==> src/rtl/ma_stage_pkg.sv <==
// Shared core definitions for the memory-access stage and its MA/WB latch.
package ma_stage_pkg;
  localparam int WORD_W     = 32;
  localparam int REG_ADDR_W = 4;
  localparam logic [REG_ADDR_W-1:0] LINK_REG = 4'd15;

  typedef enum logic [1:0] {IDLE, WAIT, DONE} maState_e;

  // Fields carried across the MA/WB boundary.
  typedef struct packed {
    logic                  isWb;
    logic                  isCall;
    logic                  isLd;
    logic [REG_ADDR_W-1:0] rd;
    logic [WORD_W-1:0]     aluResult;
    logic [WORD_W-1:0]     ldResult;
    logic [WORD_W-1:0]     pc;
  } maLatch_t;
endpackage

==> src/rtl/ma_stage_if.sv <==
// Data-memory req/ack port; master is the pipeline stage, slave is the memory.
interface ma_stage_if;
  import ma_stage_pkg::*;
  logic              Mem_Req;
  logic              Mem_We;
  logic [WORD_W-1:0] Mem_Addr;
  logic [WORD_W-1:0] Mem_WData;
  logic              Mem_Ack;
  logic [WORD_W-1:0] Mem_RData;

  modport master (output Mem_Req, Mem_We, Mem_Addr, Mem_WData, input Mem_Ack, Mem_RData);
  modport slave  (input Mem_Req, Mem_We, Mem_Addr, Mem_WData, output Mem_Ack, Mem_RData);
endinterface

==> src/rtl/ma_wb_latch.sv <==
// Pipeline boundary register; control bits are zeroed on a bubble so WB never writes.
module ma_wb_latch
  import ma_stage_pkg::*;
(
  input  logic     Clk,
  input  logic     Rst_n,
  input  logic     inValid,
  input  maLatch_t inData,
  output logic     outValid,
  output maLatch_t outData
);
  always_ff @(posedge Clk) begin
    if (!Rst_n) begin
      outValid <= 1'b0;
      outData  <= '0;
    end else begin
      outValid <= inValid;
      outData  <= inData;
      if (!inValid) begin
        outData.isWb   <= 1'b0;
        outData.isCall <= 1'b0;
        outData.isLd   <= 1'b0;
      end
    end
  end
endmodule

==> src/rtl/ma_stage.sv <==
// Memory-access stage: ALU ops pass in one cycle, loads/stores hold the stage
// until the memory acks or the wait counter expires.
module ma_stage
  import ma_stage_pkg::*;
#(
  parameter int unsigned       MEM_TIMEOUT = 16,
  parameter logic [WORD_W-1:0] ERR_LDDATA  = '0
) (
  input  logic                  Clk,
  input  logic                  Rst_n,
  input  logic                  In_Valid,
  output logic                  In_Ready,
  input  logic                  In_IsLd,
  input  logic                  In_IsSt,
  input  logic                  In_IsWb,
  input  logic                  In_IsCall,
  input  logic [REG_ADDR_W-1:0] In_Rd,
  input  logic [WORD_W-1:0]     In_AluResult,
  input  logic [WORD_W-1:0]     In_Op2,
  input  logic [WORD_W-1:0]     In_Pc,
  ma_stage_if.master            mem,
  output logic                  Out_Valid,
  output logic                  IsWb,
  output logic                  IsCall,
  output logic                  IsLd,
  output logic [REG_ADDR_W-1:0] Rd,
  output logic [WORD_W-1:0]     AluResult,
  output logic [WORD_W-1:0]     LdResult,
  output logic [WORD_W-1:0]     pc_current,
  output logic                  Mem_Err
);
  localparam logic [7:0] TO_LAST = 8'(MEM_TIMEOUT - 1);

  maState_e          state, stateNxt;
  maLatch_t          hold, inFields, latchD, latchQ;
  logic              holdSt;
  logic [WORD_W-1:0] holdOp2;
  logic [7:0]        waitCnt;
  logic              memErr, latchV, isMem, accept, toHit;

  assign isMem  = In_IsLd | In_IsSt;
  assign accept = In_Ready & In_Valid;
  assign toHit  = (waitCnt == TO_LAST);

  always_comb begin
    inFields           = '0;
    inFields.isWb      = In_IsWb;
    inFields.isCall    = In_IsCall;
    inFields.isLd      = In_IsLd;
    inFields.rd        = In_Rd;
    inFields.aluResult = In_AluResult;
    inFields.pc        = In_Pc;
  end

  // DONE shares IDLE's accept rules; the held result is already in the latch.
  always_comb begin
    stateNxt = state;
    In_Ready = 1'b0;
    latchV   = 1'b0;
    latchD   = inFields;
    case (state)
      IDLE, DONE: begin
        In_Ready = 1'b1;
        latchV   = In_Valid & ~isMem;
        stateNxt = (In_Valid && isMem) ? WAIT : IDLE;
      end
      WAIT: begin
        if (mem.Mem_Ack) begin
          stateNxt        = DONE;
          latchV          = 1'b1;
          latchD          = hold;
          latchD.ldResult = hold.isLd ? mem.Mem_RData : '0;
        end else if (toHit) begin
          stateNxt        = DONE;
          latchV          = 1'b1;
          latchD          = hold;
          latchD.isWb     = 1'b0;
          latchD.ldResult = ERR_LDDATA;
        end
      end
      default: stateNxt = IDLE;
    endcase
  end

  always_ff @(posedge Clk) begin
    if (!Rst_n) begin
      state   <= IDLE;
      hold    <= '0;
      holdSt  <= 1'b0;
      holdOp2 <= '0;
      waitCnt <= '0;
      memErr  <= 1'b0;
    end else begin
      state <= stateNxt;
      if (accept && isMem) begin
        hold    <= inFields;
        holdSt  <= In_IsSt & ~In_IsLd;
        holdOp2 <= In_Op2;
        waitCnt <= '0;
        if (In_AluResult[1:0] != 2'b00) memErr <= 1'b1;
      end else if (state == WAIT) begin
        waitCnt <= waitCnt + 8'd1;
      end
      if (state == WAIT && !mem.Mem_Ack && toHit) memErr <= 1'b1;
    end
  end

  assign mem.Mem_Req   = (state == WAIT);
  assign mem.Mem_We    = (state == WAIT) & holdSt;
  assign mem.Mem_Addr  = {hold.aluResult[WORD_W-1:2], 2'b00};
  assign mem.Mem_WData = holdOp2;
  assign Mem_Err       = memErr;

  ma_wb_latch uLatch (
    .Clk     (Clk),
    .Rst_n   (Rst_n),
    .inValid (latchV),
    .inData  (latchD),
    .outValid(Out_Valid),
    .outData (latchQ)
  );

  assign IsWb       = latchQ.isWb;
  assign IsCall     = latchQ.isCall;
  assign IsLd       = latchQ.isLd;
  assign Rd         = latchQ.rd;
  assign AluResult  = latchQ.aluResult;
  assign LdResult   = latchQ.ldResult;
  assign pc_current = latchQ.pc;
endmodule
==> src/flat_wrapper.sv <==
// flat-port wrapper written by rule: the top's interface ports become plain ports
module ma_stage_flat import ma_stage_pkg::*;
#(
  parameter int unsigned       MEM_TIMEOUT = 16,
  parameter logic [WORD_W-1:0] ERR_LDDATA  = '0
)
  (Clk, Rst_n, In_Valid, In_Ready, In_IsLd, In_IsSt, In_IsWb, In_IsCall, In_Rd, In_AluResult, In_Op2, In_Pc, Out_Valid, IsWb, IsCall, IsLd, Rd, AluResult, LdResult, pc_current, Mem_Err, mem_Mem_Req, mem_Mem_We, mem_Mem_Addr, mem_Mem_WData, mem_Mem_Ack, mem_Mem_RData);
  ma_stage_if mem_i ();
  input  logic Clk;
  input  logic Rst_n;
  input  logic In_Valid;
  output logic In_Ready;
  input  logic In_IsLd;
  input  logic In_IsSt;
  input  logic In_IsWb;
  input  logic In_IsCall;
  input  logic [REG_ADDR_W-1:0] In_Rd;
  input  logic [WORD_W-1:0] In_AluResult;
  input  logic [WORD_W-1:0] In_Op2;
  input  logic [WORD_W-1:0] In_Pc;
  output logic Out_Valid;
  output logic IsWb;
  output logic IsCall;
  output logic IsLd;
  output logic [REG_ADDR_W-1:0] Rd;
  output logic [WORD_W-1:0] AluResult;
  output logic [WORD_W-1:0] LdResult;
  output logic [WORD_W-1:0] pc_current;
  output logic Mem_Err;
  output wire logic [$bits(mem_i.Mem_Req)-1:0] mem_Mem_Req;
  output wire logic [$bits(mem_i.Mem_We)-1:0] mem_Mem_We;
  output wire logic [$bits(mem_i.Mem_Addr)-1:0] mem_Mem_Addr;
  output wire logic [$bits(mem_i.Mem_WData)-1:0] mem_Mem_WData;
  input wire logic [$bits(mem_i.Mem_Ack)-1:0] mem_Mem_Ack;
  input wire logic [$bits(mem_i.Mem_RData)-1:0] mem_Mem_RData;
  assign mem_Mem_Req = mem_i.Mem_Req;
  assign mem_Mem_We = mem_i.Mem_We;
  assign mem_Mem_Addr = mem_i.Mem_Addr;
  assign mem_Mem_WData = mem_i.Mem_WData;
  assign mem_i.Mem_Ack = mem_Mem_Ack;
  assign mem_i.Mem_RData = mem_Mem_RData;
  ma_stage #(.MEM_TIMEOUT(MEM_TIMEOUT), .ERR_LDDATA(ERR_LDDATA)) u_core (.Clk(Clk), .Rst_n(Rst_n), .In_Valid(In_Valid), .In_Ready(In_Ready), .In_IsLd(In_IsLd), .In_IsSt(In_IsSt), .In_IsWb(In_IsWb), .In_IsCall(In_IsCall), .In_Rd(In_Rd), .In_AluResult(In_AluResult), .In_Op2(In_Op2), .In_Pc(In_Pc), .mem(mem_i), .Out_Valid(Out_Valid), .IsWb(IsWb), .IsCall(IsCall), .IsLd(IsLd), .Rd(Rd), .AluResult(AluResult), .LdResult(LdResult), .pc_current(pc_current), .Mem_Err(Mem_Err));
endmodule
==> config.mk <==
export PLATFORM = sky130hd
export DESIGN_NAME = ma_stage_flat
export DESIGN_NICKNAME = d
export VERILOG_FILES = /design/src/rtl/ma_stage_pkg.sv /design/src/rtl/ma_stage_if.sv /design/src/rtl/ma_wb_latch.sv /design/src/rtl/ma_stage.sv /design/src/flat_wrapper.sv
export SDC_FILE = /design/constraint.sdc
export NUM_CORES = 1
export LEC_CHECK = 0
export BUFFER_PORTS_ARGS = -buffer_cell sky130_fd_sc_hd__buf_2
export CORE_MARGIN = 5
export CORE_UTILIZATION = 52
export CTS_CLUSTER_SIZE = 12
export DETAILED_ROUTE_END_ITERATION = 8
export HOLD_SLACK_MARGIN = 0.1
export MAX_ROUTING_LAYER = met4
export PLACE_DENSITY = 0.88
export SYNTH_ARGS = -nofsm -noshare
export SYNTH_HDL_FRONTEND = slang
export SYNTH_SLANG_ARGS = --single-unit
export TNS_END_PERCENT = 1
==> constraint.sdc <==
create_clock -name Clk -period 4.7 [get_ports Clk]
set_input_delay 0.47 -clock Clk [delete_from_list [all_inputs] [get_ports Clk]]
set_output_delay 0.47 -clock Clk [all_outputs]
set_load 0.1 [all_outputs]
# [Word-level counts from Yosys, hierarchy flattened]
# Cells that the tools add are included.
[word_totals] regBits=219 latchBits=0 ramBits=0 romBits=0 out_inout_bits=172 elab_cells=61 memories=0
[op_classes] addsub=1 multipliers=0 n_div=0 n_lt_le_gt_ge=0 eq_ne=4 shifts=0 n_mux=15 n_bitwise=8 n_reduce_logical=14
[op_table] operator="two-way mux 103 bit" count=3
[op_table] operator="two-way mux 32 bit" count=1
[op_table] operator="adder 8 x 1 -> 8 bit (second input constant)" count=1
[op_table] operator="== test 8 x 4 -> 1 bit (second input constant)" count=1
[op_table] operator="two-way mux 1 bit" count=7
[op_table] operator="AND reduction 2 bit" count=3
[op_table] operator="nonzero test 2 bit" count=3
[op_table] operator="bitwise AND 1 bit" count=4
[op_table] operator="logical AND 1 bit" count=4
[op_table] operator="two-way mux 2 bit" count=2
[op_table] operator="case mux 2 bit (2 select lines)" count=1
[op_table] operator="OR reduction 2 bit" count=2
[op_table] operator="!= test 3 x 1 -> 1 bit (second input constant)" count=1
[op_table] operator="NOT 1 bit" count=3
[op_table] operator="== test 2 x 1 -> 1 bit (second input constant)" count=1
[op_table] operator="== test 2 bit (second input constant)" count=1
[op_table] operator="logical NOT 2 bit" count=1
[op_table] operator="case mux 1 bit (2 select lines)" count=1
[op_table] operator="logical NOT 1 bit" count=1
[op_table] operator="OR 1 bit" count=1

# [Logic depth before layout (Yosys ltp)]
# Gate-level depths: netlist of the first run.
[logic_depth] ltp_word=7 mapped_depth=7 mapped_depth_nobuf=5

# [Cells and area by module]
# Synthesis of the first run repeated with hierarchy kept, for this count alone.
[hier_totals] cells_unflattened=877 area_unflattened_um2=8189.1
[modules_own_cells] mod="ma_stage" instances=1 cells_each=658 area_per_inst_um2=5357.6 seq_area_each_um2=2302.2
[modules_own_cells] mod="ma_wb_latch" instances=1 cells_each=219 area_per_inst_um2=2831.5 seq_area_each_um2=2082.0

# [Worst setup path before layout of the first run]
# OpenSTA, ideal clock, no wires.
[synth_timing] kind="register to output" start="reg u_core.state[1]" end="out mem_Mem_We" arrival_ns=1.984 path_slack_ns=2.246 path_stages_with_launch=6 n_path_buf=2 cell_sequence="dfxtp_1 nand2b_1 buf_2 inv_1 buf_2 and2_1"
[synth_between] elab_chain_len=2
[synth_lines] item="from (decl)" line="ma_stage.sv:34" rtl="maState_e state, stateNxt;"
[synth_lines] item="from (signal assigned)" line="ma_stage.sv:94" rtl="state <= stateNxt;"
[synth_lines] item="== test 2 x 1 -> 1 bit"
[synth_lines] item="named net mem_Mem_Req" line="flat_wrapper.sv:30" rtl="output wire logic [$bits(mem_i.Mem_Req)-1:0] mem_Mem_Req;"
[synth_lines] item="bitwise AND 1 bit" line="ma_stage.sv:109" rtl="assign mem.Mem_We = (state == WAIT) & holdSt;"
[synth_lines] item="to (decl)" line="flat_wrapper.sv:31" rtl="output wire logic [$bits(mem_i.Mem_We)-1:0] mem_Mem_We;"
# The timed path passes the listed nets, and every way through them passes these cells.

# [Final worst setup path of the first run]
[layout_timing] start="reg u_core.state[1]" end="out mem_Mem_We"
[layout_between] elab_chain_len=2
[layout_lines] item="== test 2 x 1 -> 1 bit" line="ma_stage.sv:109"
[layout_lines] item="bitwise AND 1 bit" line="ma_stage.sv:109"
# No other way between the ends.

==> results of run 1 <==
[kinds of logic after synthesis]
family	share of synthesized area, %
AND/OR/NAND/NOR	21.2
flip-flops	55.0
AO/OA/AOI/OAI	7.54
buffers and inverters	6.69
multiplexers	8.54
XOR/XNOR	0.769
adder cells (fa/ha/maj)	0.157
other	0.0471
[cell usage after synthesis, drive strengths merged (4+ instances only)]
cell type,number
nand2,351
dfxtp,219
a21oi,107
mux2i,68
buf,55
clkbuf,38
and2,33
nor2,12
xor2,6
o21ai,5
inv,4
nand4,4
[registers in the layout (all words and copies together), names as in the netlist]
signal,count
u_core.mem.Mem_Addr,30
u_core.uLatch.outValid,1
u_core.state,2
u_core.Mem_Err,1
u_core.mem.Mem_WData,32
u_core.hold,41
u_core.waitCnt,8
u_core.uLatch.outData,103
u_core.holdSt,1
[cells in the final DEF, fill, tap and decap left out, types with 2 or more instances in the layout]
master and n:
inv_1 3, nand4_1 4, mux2i_1 68, and3_1 3
nand2b_1 2, diode_2 3, nor2b_1 2, a21oi_1 107
nand2_1 351, o21ai_0 4, clkbuf_16 23, buf_2 308
clkinv_2 3, dfxtp_1 219, and4_1 2, and2_1 33
nor2_1 11, a221oi_1 2, clkbuf_1 9, conb_1 2
clkbuf_8 3, buf_4 6, xor2_1 6
[power breakdown]
part / internal (mW) / total (mW) / switching, mW
clock: 0.943 / 1.61 / 0.671
sequential: 1.95 / 1.99 / 0.0421
combinational: 0.165 / 0.918 / 0.753
[through the flow]
step	cells	worst slack, ns	power (mW)	area, µm²
finish	1373	2.20	4.53	9980
CTS	1370	2.16	4.58	9970
global route	1373	1.94	4.71	9980
floorplan	923	2.25	2.78	7970
global placement	1333	2.09	2.94	9310
detailed placement	1333	1.99	2.95	9310
[layer usage]
layer	wire [µm]	global-route usage (%)	part of all wire, %	vias to the layer above
li1	-	-	-	3404
met1	8040	26.3	38	3239
met2	10800	39.4	51	277
met3	1800	5.93	8.5	44
met4	618	8.00	2.9	0
met5	0	-	0	-
[critical path, delay by kind of cell, from the launching register on]
family	cells	cell delay (ns)
buffers and inverters	2	0.81
DFF	1	0.29
and+or+nand+nor	2	0.45
[worst min path at each step]
| stage | to | slack, ns |
|---|---|---|
| 2_1_floorplan | u_core.hold[101] | 0.44 |
| 3_3_place_gp | u_core.mem.Mem_WData[9] | 0.44 |
| 3_5_place_dp | u_core.mem.Mem_WData[21] | 0.44 |
| 4_1_cts | u_core.uLatch.outData[46] | 0.17 |
| 5_1_grt | u_core.uLatch.outData[32] | 0.18 |
| 6_report | u_core.uLatch.outData[46] | 0.18 |
[final cells by class]
type,count,area [µm²],share of cell area (%)
Inverter,4,16.3,0.163
Antenna cell,3,7.51,0.0752
Timing Repair Buffer,315,1610,16.1
Sequential cell,219,4380,43.9
Tap cell,188,235,2.36
Clock inverter,2,10.0,0.100
Multi-Input combinational cell,607,3070,30.8
Clock buffer,35,651,6.52
==> Implementation_results.wiki, run 1 <==
{| class="wikitable"
! Metric !! Value
|-
| Worst-case clock skew || 0.00521 ns
|-
| RSZ-0062 raised after global routing || false
|-
| Aggregate global-route resource usage || 23.0%
|-
| Share of cells above drive strength 1 || just under 30%
|-
| Overall die width || approximately 130 µm
|-
| Placeable core region || 15100 µm²
|-
| Share of the synthesized area in the top cell type || between 50% and 60%
|-
| Number of synthesized flops with an enable pin || 0
|-
| Max transition margin || between 30 and 40%
|-
| Avg Synthesized Cell Area || between 8 and 9 µm²
|-
| # clock sinks || between 200 and 250
|-
| Vias in the first global route || ~6500
|-
| Area of the die || 17900 µm²
|-
| Height of the die || 134 µm
|-
| Required time reported for the critical path endpoint || roughly 4.2 ns
|-
| Maximum number of buffers from clock root to sink || 3
|-
| Post-route DRC violation count || 0
|-
| Wire length of the first global-routing pass || 32900 µm
|-
| Number of iterations in the first detailed-routing pass || 5
|-
| Hold Path Class || primary input to register
|-
| Number of nets still failing antenna checks after routing || 0
|-
| Startpoint types || register
|-
| Register-to-register setup slack || around 2.2 ns
|-
| Share of the core filled with cells in the final layout || between 60% and 70%
|-
| Minimum period implied by the final worst setup slack || between 2 and 3 ns
|-
| Max IR drop VDD || between 0.2 and 0.3 mV
|-
| Crit path max-delay cell type || buf_2
|-
| Placed wire-length estimate after detailed placement || approximately 15000 µm
|-
| Post-synth ARST share || 0%
|-
| Number of warnings issued by yosys || 0
|-
| Number of distinct library cells after synthesis || 32
|-
| Cells on Worst Hold Path || 2
|-
| Clock root buffer || clkbuf_16
|-
| Total setup buffers inserted after CTS || 0
|-
| Hold_buf cts || 0
|-
| Final-layout fill cell count || approximately 1200
|-
| Routed wire length || roughly 21000 µm
|-
| CP Launch Point || u_core.state[1]
|-
| Ratio of final minimum period to clock period || a little over half
|-
| Number of max-capacitance violations reported || 0
|-
| Number of instances in the synthesized netlist || 922
|-
| Type of the worst setup path || register to output port
|-
| Peak Freq || roughly 0.40 GHz
|-
| Routed WL per cell || roughly 15 µm
|-
| Cts bufs inserted || 23
|-
| Slowest Stage Delay on Critical Path || between 0.4 and 0.5 ns
|-
| Grt ovf || 0
|-
| Cell type contributing the most total cell area after synthesis || dfxtp_1
|-
| Count of H-tree levels built during CTS || 1
|-
| Main flop type after synthesis || dfxtp_1
|-
| Final slew viol count || 0
|-
| Total setup violations reported at the end of the flow || 0
|-
| Later-pin clock latency in the skew report || 0.49 ns
|-
| Post-synthesis sequential element count || 219
|-
| DRT iter0 DRCs || 457
|-
| P&R area growth vs syn || 25.2%
|-
| Clock tree from TritonCTS || done
|-
| Pin count of the biggest net entering global routing || 76
|-
| Top-Level Pins || between 300 and 400
|-
| Worst path arrival time || slightly above 2 ns
|-
| Synth area leaders || dfxtp_1 (55%), nand2_1 (17%), mux2i_1 (8.5%)
|-
| CP cell instances || nand2b_1, inv_1, and2_1, buf_2
|-
| Setup TNS after final layout || 0 ns
|-
| Worst r2r src || u_core.waitCnt[0]
|-
| Initial antenna violation count || 3
|-
| Smallest hold slack || about 0.18 ns
|-
| Initial cell density of the core || a little over half
|-
| Reg-to-Reg End || u_core.uLatch.outData[98]
|-
| Post-cts gate resize count || 0
|-
| Final hold violation count || 0
|-
| Total power per unit cell area || about 450 nW/µm²
|-
| End point of the critical path || mem_Mem_We
|-
| Netlist Area Pre-Place || 7970 µm²
|-
| Via/cell ratio || 5.07
|-
| Input/output buffers || slightly above 300
|-
| Static leakage || 4.57 nW
|-
| Reg clk slew, reported paths || around 0.06 ns
|-
| Sequential element share of the synthesized area || a little under three fifths
|-
| Worst Setup End Kind || output port
|-
| Tightest Pin Transition || around 0.9 ns
|-
| Final weighted congestion of routability-driven global placement || between 0.8 and 0.9
|-
| Worst R2R Path Depth || 6
|-
| Worst Path Max Fanout || 14
|-
| Beginning of the worst hold path || mem_Mem_RData[14]
|-
| Number of placement rows || 45
|-
| Outcome || complete, no violations
|-
| Net count of the finished layout || 1311
|-
| Routed via count || between 6000 and 7000
|}
Note: power is estimated with default switching activity, not from simulation.
==> inputs of run 2 (changes only) <==
Settings changed: CORE_UTILIZATION 52 to 44, PLACE_DENSITY 0.88 to 0.79.
Clock period 4.7 ns to 2.2 ns, I/O delays scaled along.
==> run 2 against run 1 <==
Sequential power up 110%. First-iteration DRC count down 12%. Via count up 11%. Sequential share of layout area down 6.4 points. Critical endpoint is now u_core.hold[101]. Clock-buffer cell count up 2.
==> Implementation_results.wiki, run 2 (same netlist as run 1, synthesis figures left out) <==
{| class="wikitable"
! Metric !! Value
|-
| Outcome || complete, no violations
|-
| Max transition margin || 64.6% (+26 points)
|-
| Routed WL per cell || 16.3 µm (+5.2%)
|-
| Post-layout instance count excluding filler cells || 1570 (+14%)
|-
| Height of the die || 145 µm (+8.1%)
|-
| Top-Level Pins || 312 (unchanged)
|-
| Worst Setup End Kind || register
|-
| End point of the critical path || u_core.hold[101]
|-
| Number of max-capacitance violations reported || 0 (unchanged)
|-
| Count of H-tree levels built during CTS || 1 (unchanged)
|-
| Post-route DRC violation count || 0 (unchanged)
|-
| Setup TNS after final layout || 0 ns (unchanged)
|-
| Final hold violation count || 0 (unchanged)
|-
| Reg clk slew, reported paths || 0.06 ns (about the same)
|-
| Overall die width || 145 µm (+8.1%)
|-
| Worst Path Max Fanout || 30 (+16)
|-
| Via/cell ratio || 4.91 (-3.2%)
|-
| Routed via count || 7712 (+11%)
|-
| Register-to-register setup slack || 0.19 ns (-2.04 ns)
|-
| Peak Freq || between 0.4 and 0.5 GHz
|-
| CP Launch Point || In_IsLd
|-
| Pin count of the biggest net entering global routing || 75 (-1.3%)
|-
| Max IR drop VDD || 0.716 mV (+140%)
|-
| Type of the worst setup path || primary input to register
|-
| Clock root buffer || clkbuf_16
|-
| Grt ovf || 0 (unchanged)
|-
| Later-pin clock latency in the skew report || 0.50 ns (about the same)
|-
| Final slew viol count || 0 (unchanged)
|-
| Routed wire length || 25500 µm (+20%)
|-
| Number of iterations in the first detailed-routing pass || 5 (unchanged)
|-
| DRT iter0 DRCs || 402 (-12%)
|-
| Number of placement rows || 49 (+8.9%)
|-
| Post-route standard cell area excluding fillers || 11700 µm² (+17%)
|-
| RSZ-0062 raised after global routing || false
|-
| Worst r2r src || u_core.state[0]
|-
| Area of the die || 20900 µm² (+17%)
|-
| Input/output buffers || 309 (unchanged)
|-
| Net count of the finished layout || 1465 (+12%)
|-
| Placed wire-length estimate after detailed placement || 15300 µm (+4.5%)
|-
| Total power per unit cell area || 890 nW/µm² (+96%)
|-
| Total setup violations reported at the end of the flow || 0 (unchanged)
|-
| Min setup slack post-route || 0.148 ns (-2.05 ns)
|-
| Startpoint types || primary input
|-
| Number of flip-flops in the largest register || 103 (unchanged)
|-
| Cts bufs inserted || 24 (+4.3%)
|-
| Share of the core filled with cells in the final layout || 65.3% (-0.84 points)
|-
| Worst path arrival time || 2.49 ns (+0.46 ns)
|-
| Maximum number of buffers from clock root to sink || 3 (unchanged)
|-
| Cell count after placement || 1388 (+4.1%)
|-
| Initial antenna violation count || 1 (-2)
|-
| Minimum period implied by the final worst setup slack || about 2.1 ns
|-
| Reg-to-Reg End || u_core.hold[101]
|-
| Required time reported for the critical path endpoint || 2.64 ns (-1.59 ns)
|-
| Clock tree from TritonCTS || done
|-
| Commonest cells after routing, fill and taps aside || nand2_1 (351), buf_2 (307), dfxtp_1 (219), dlygate4sd3_1 (139), a21oi_1 (107)
|-
| Cells on Worst Hold Path || 4 (+2)
|-
| Post-Place Setup Slack || 0.291 ns (-1.70 ns)
|-
| Vias in the first global route || 7593 (+17%)
|-
| P&R area growth vs syn || 46.7%
|-
| Tightest Pin Transition || 0.531 ns (-0.393 ns)
|-
| Static leakage || 5.30 nW (+16%)
|-
| Placeable core region || 17900 µm² (+19%)
|-
| Worst R2R Path Depth || 6 (unchanged)
|-
| Aggregate global-route resource usage || 23.9% (+0.85 points)
|-
| Ratio of final minimum period to clock period || between 90% and 100%
|-
| Hold Path Class || primary input to register
|-
| Number of nets still failing antenna checks after routing || 0 (unchanged)
|-
| Dpl cell area || 9510 µm² (+2.1%)
|-
| Smallest hold slack || 0.212 ns (+0.0273 ns)
|-
| Leading cell type in the layout, fill and taps excluded || nand2_1
|-
| Final weighted congestion of routability-driven global placement || 0.836 (-3.1%)
|-
| Worst-case clock skew || 0.00684 ns (+0.00163 ns)
|-
| Largest register by flop count || u_core.uLatch.outData
|-
| # clock sinks || 219 (unchanged)
|-
| Initial cell density of the core || 44.5% (-8.3 points)
|-
| Wire length of the first global-routing pass || 38800 µm (+18%)
|-
| Total Power || 10.4 mW (+130%)
|-
| Share of cells above drive strength 1 || 27.8% (-1.7 points)
|}
## run 2: report_power, final
part           internal (mW)  leakage, nW  switching (mW)
Clock                   2.38        0.380            1.53
Combinational          0.540         3.12            1.68
Sequential              4.17         1.80          0.0944
Total                   7.09         5.30            3.31
## run 2: what timing repair did
action / 4_1_cts / 5_1_grt
hold endpoints to repair: 210 / 0
gates resized for setup: 1 / 2
setup buffers: 0 / 0
hold buffers: 139 / 0
setup endpoints to repair: 1 / 1
## run 2: area by class of cell
class                   instances  area, µm²
diodes                          2       5.00
clock buffers                  37        731
inverters                       4       16.3
multi-input cells             607       3070
repair buffers                468       3150
clock inverters                 4       47.5
well taps                     229        287
flip-flops and latches        219       4380
fillers                      1306       6210
## run 2: worst min-delay path by stage
stage / from / end / slack [ns]
finish: In_Valid / u_core.hold[100] / 0.21
CTS: In_Valid / u_core.hold[100] / 0.22
detailed placement: mem_Mem_RData[21] / u_core.uLatch.outData[53] / 0.42
floorplan: mem_Mem_RData[0] / u_core.uLatch.outData[32] / 0.34
global placement: mem_Mem_RData[9] / u_core.uLatch.outData[41] / 0.42
global route: In_Valid / u_core.hold[100] / 0.22
## run 2: metal layers
layer / track usage (%) / vias up / wire length [µm]
met4: 8.89 / 0 / 873
met5: - / - / 0
met1: 27.1 / 3596 / 9770
met3: 4.96 / 68 / 2050
li1: - / 3715 / -
met2: 41.5 / 333 / 12800
## run 2: critical path: stages
cell           delay, ns
dlygate4sd3_1       0.57
buf_2               0.16
o21ai_4             0.41
buf_6               0.31
nand2_1             0.08
a21oi_1             0.15
dlygate4sd3_1       0.56
==> inputs of run 3 (changes only) <==
Settings changed: CELL_PAD_IN_SITES_DETAIL_PLACEMENT from default to 0, CELL_PAD_IN_SITES_GLOBAL_PLACEMENT from default to 2, CORE_UTILIZATION 44 to 24, PLACE_DENSITY 0.79 to 0.77.
==> run 3 against run 2 <==
First-iteration DRC count is 51% lower. Register-to-register slack improved by 0.12 ns. Combinational power about the same. Die area up 77%. Global-route usage fell by 11 points. Clock power increased by 5.6%. Worst setup slack gained 0.030 ns. Fmax rose by 1.5%. Worst hold slack better by 0.011 ns. Sequential power is essentially flat. Critical endpoint is now mem_Mem_Req.
==> Implementation_results.wiki, run 3 (same netlist as run 1, synthesis figures left out) <==
{| class="wikitable"
! Metric !! Value
|-
| Height of the die || 192 µm (+33%)
|-
| Clock root buffer || clkbuf_16
|-
| Number of placement rows || 66 (+35%)
|-
| Commonest cells after routing, fill and taps aside || nand2_1 (351), buf_2 (307), dfxtp_1 (219), dlygate4sd3_1 (138), a21oi_1 (107)
|-
| Final hold violation count || 0 (unchanged)
|-
| Sw power || 3.38 mW (+2.2%)
|-
| Min setup slack post-route || 0.179 ns (+0.0302 ns)
|-
| Routed via count || 7293 (-5.4%)
|-
| Later-pin clock latency in the skew report || 0.52 ns (+0.02 ns)
|-
| Setup TNS after final layout || 0 ns (unchanged)
|-
| Tightest Pin Transition || 0.545 ns (+0.0136 ns)
|-
| Aggregate global-route resource usage || 13.3% (-11 points)
|-
| Grt ovf || 0 (unchanged)
|-
| Initial antenna violation count || 2 (+1)
|-
| Cts bufs inserted || 26 (+8.3%)
|-
| # clock sinks || 219 (unchanged)
|-
| Final slew viol count || 0 (unchanged)
|-
| Worst Path Max Fanout || 7 (-77%)
|-
| Reg clk slew, reported paths || 0.05 ns (about the same)
|-
| Top-Level Pins || 312 (unchanged)
|-
| DRT iter0 DRCs || 198 (-51%)
|-
| Number of iterations in the first detailed-routing pass || 4 (-1)
|-
| Relative contribution of combinational cells to total power || 20.8% (-0.5 points)
|-
| Area of the die || 36900 µm² (+77%)
|-
| Worst-case clock skew || 0.0119 ns (+0.00503 ns)
|-
| Reg-to-Reg End || u_core.uLatch.outData[6]
|-
| Number of flip-flops in the largest register || 103 (unchanged)
|-
| Cells on Worst Hold Path || 4 (unchanged)
|-
| Maximum number of buffers from clock root to sink || 3 (unchanged)
|-
| Vias in the first global route || 7321 (-3.6%)
|-
| Pin count of the biggest net entering global routing || 89 (+19%)
|-
| P&R area growth vs syn || 50.2%
|-
| Final-layout fill cell count || 3414 (+160%)
|-
| Type of the worst setup path || register to output port
|-
| Leading cell type in the layout, fill and taps excluded || nand2_1
|-
| Overall die width || 192 µm (+33%)
|-
| Initial cell density of the core || 24.4% (-20 points)
|-
| Max transition margin || 63.9% (-0.65 points)
|-
| Input/output buffers || 309 (unchanged)
|-
| Internal Power || 7.22 mW (+1.8%)
|-
| Number of max-capacitance violations reported || 0 (unchanged)
|-
| Net count of the finished layout || 1460 (-0.34%)
|-
| WHS Endpoint || u_core.hold[100]
|-
| Hold Path Class || primary input to register
|-
| Worst Setup End Kind || output port
|-
| Outcome || complete, no violations
|-
| Share of cells above drive strength 1 || 27.5% (-0.24 points)
|-
| Number of nets still failing antenna checks after routing || 0 (unchanged)
|-
| Placeable core region || 32700 µm² (+83%)
|-
| Worst path arrival time || 1.80 ns (-0.69 ns)
|-
| Share of the core filled with cells in the final layout || 36.6% (-29 points)
|-
| Beginning of the worst hold path || In_Valid
|-
| Peak Freq || 0.495 GHz (+1.5%)
|-
| Clock share of power || 39.0% (+1.3 points)
|-
| Worst r2r src || u_core.waitCnt[0]
|-
| Register-to-register setup slack || 0.31 ns (+0.12 ns)
|-
| Post-Place Setup Slack || 0.333 ns (+0.0419 ns)
|-
| Startpoint types || register
|-
| Wire length of the first global-routing pass || 38800 µm (about the same)
|-
| Smallest hold slack || 0.222 ns (+0.0107 ns)
|-
| Max IR drop VDD || 0.563 mV (-21%)
|-
| Largest register by flop count || u_core.uLatch.outData
|-
| Final weighted congestion of routability-driven global placement || 0.732 (-12%)
|-
| Minimum period implied by the final worst setup slack || 2.02 ns (-0.0302 ns)
|-
| Required time reported for the critical path endpoint || 1.98 ns (-0.66 ns)
|-
| Static leakage || 5.29 nW (about the same)
|-
| Post-route standard cell area excluding fillers || 12000 µm² (+2.4%)
|-
| Count of H-tree levels built during CTS || 1 (unchanged)
|-
| Total power per unit cell area || 886 nW/µm² (-0.43%)
|-
| Placed wire-length estimate after detailed placement || 16700 µm (+8.5%)
|-
| Post-route DRC violation count || 0 (unchanged)
|-
| Dpl cell area || 9750 µm² (+2.6%)
|-
| RSZ-0062 raised after global routing || false
|-
| Sequential power share || 40.1% (-0.9 points)
|-
| Worst R2R Path Depth || 6 (unchanged)
|-
| Clock tree from TritonCTS || done
|-
| Total setup violations reported at the end of the flow || 0 (unchanged)
|-
| Routed WL per cell || 14.3 µm (-12%)
|-
| Ratio of final minimum period to clock period || 91.9% (-1.4 points)
|-
| Routed wire length || 25500 µm (-0.28%)
|-
| Proportion of total power due to net switching || 31.9% (+0.096 points)
|-
| Via/cell ratio || 4.10 (-17%)
|}
## run 3: cell types whose count changed in the layout (fill, tap and decap cells not counted), moves of 2 or more
cell       previous run  this run
buf_12                4         6
clkbuf_1              6         8
clkbuf_16            25        27
buf_4                17        10
## run 3: layout make-up
class	count	area (µm²)	share of cell area (%)
clock inverter	5	50.0	0.418
clock buffer	40	774	6.47
tap	442	553	4.62
inverter	4	17.5	0.146
antenna	2	5.00	0.0418
sequential	219	4380	36.6
multi-input combinational	607	3070	25.7
timing repair buffer	461	3110	26.0
## run 3: timing repair
action	4_1_cts	5_1_grt
hold endpoints to repair	209	0
buffers inserted	0	0
hold buffers	138	0
gates resized for setup	1	1
endpoints found under the setup margin	1	2
## run 3: worst max path at each step
stage	start	slack, ns	end
floorplan	u_core.state[1]	0.26	mem_Mem_We
global placement	u_core.waitCnt[0]	0.37	u_core.uLatch.outData[77]
detailed placement	u_core.waitCnt[0]	0.33	u_core.uLatch.outData[31]
CTS	u_core.state[0]	0.009	mem_Mem_We
global route	u_core.state[0]	0.07	mem_Mem_We
finish	u_core.state[0]	0.18	mem_Mem_Req
## run 3: per-layer routing
layer | global-route usage (%) | part of all wire, % | up-vias
li1 | - | - | 3704
met1 | 15.3 | 42 | 3320
met3 | 3.71 | 8.4 | 37
met2 | 22.7 | 47 | 232
met5 | - | 0 | -
met4 | 3.78 | 2.5 | 0
## run 3: worst max-delay path, cell delays in order (launching register included)
cell and delay (ns):
dfxtp_1 0.40, nand2b_1 0.21, inv_2 0.21, buf_2 0.46
## run 3: per-stage QoR
stage	cells	total power [mW]
after global routing	1780	11.1
after detailed placement	1595	6.38
final	1780	10.6
after global placement	1595	6.37
after floorplan	923	5.94
after CTS	1778	10.8
## run 3: power by group through the flow
stage	logic, mW	clock network (mW)	registers [mW]
floorplan	0.742	0	5.20
global placement	2.03	0	4.34
detailed placement	2.04	0	4.34
CTS	2.23	4.34	4.26
global route	2.33	4.49	4.28
finish	2.21	4.14	4.26
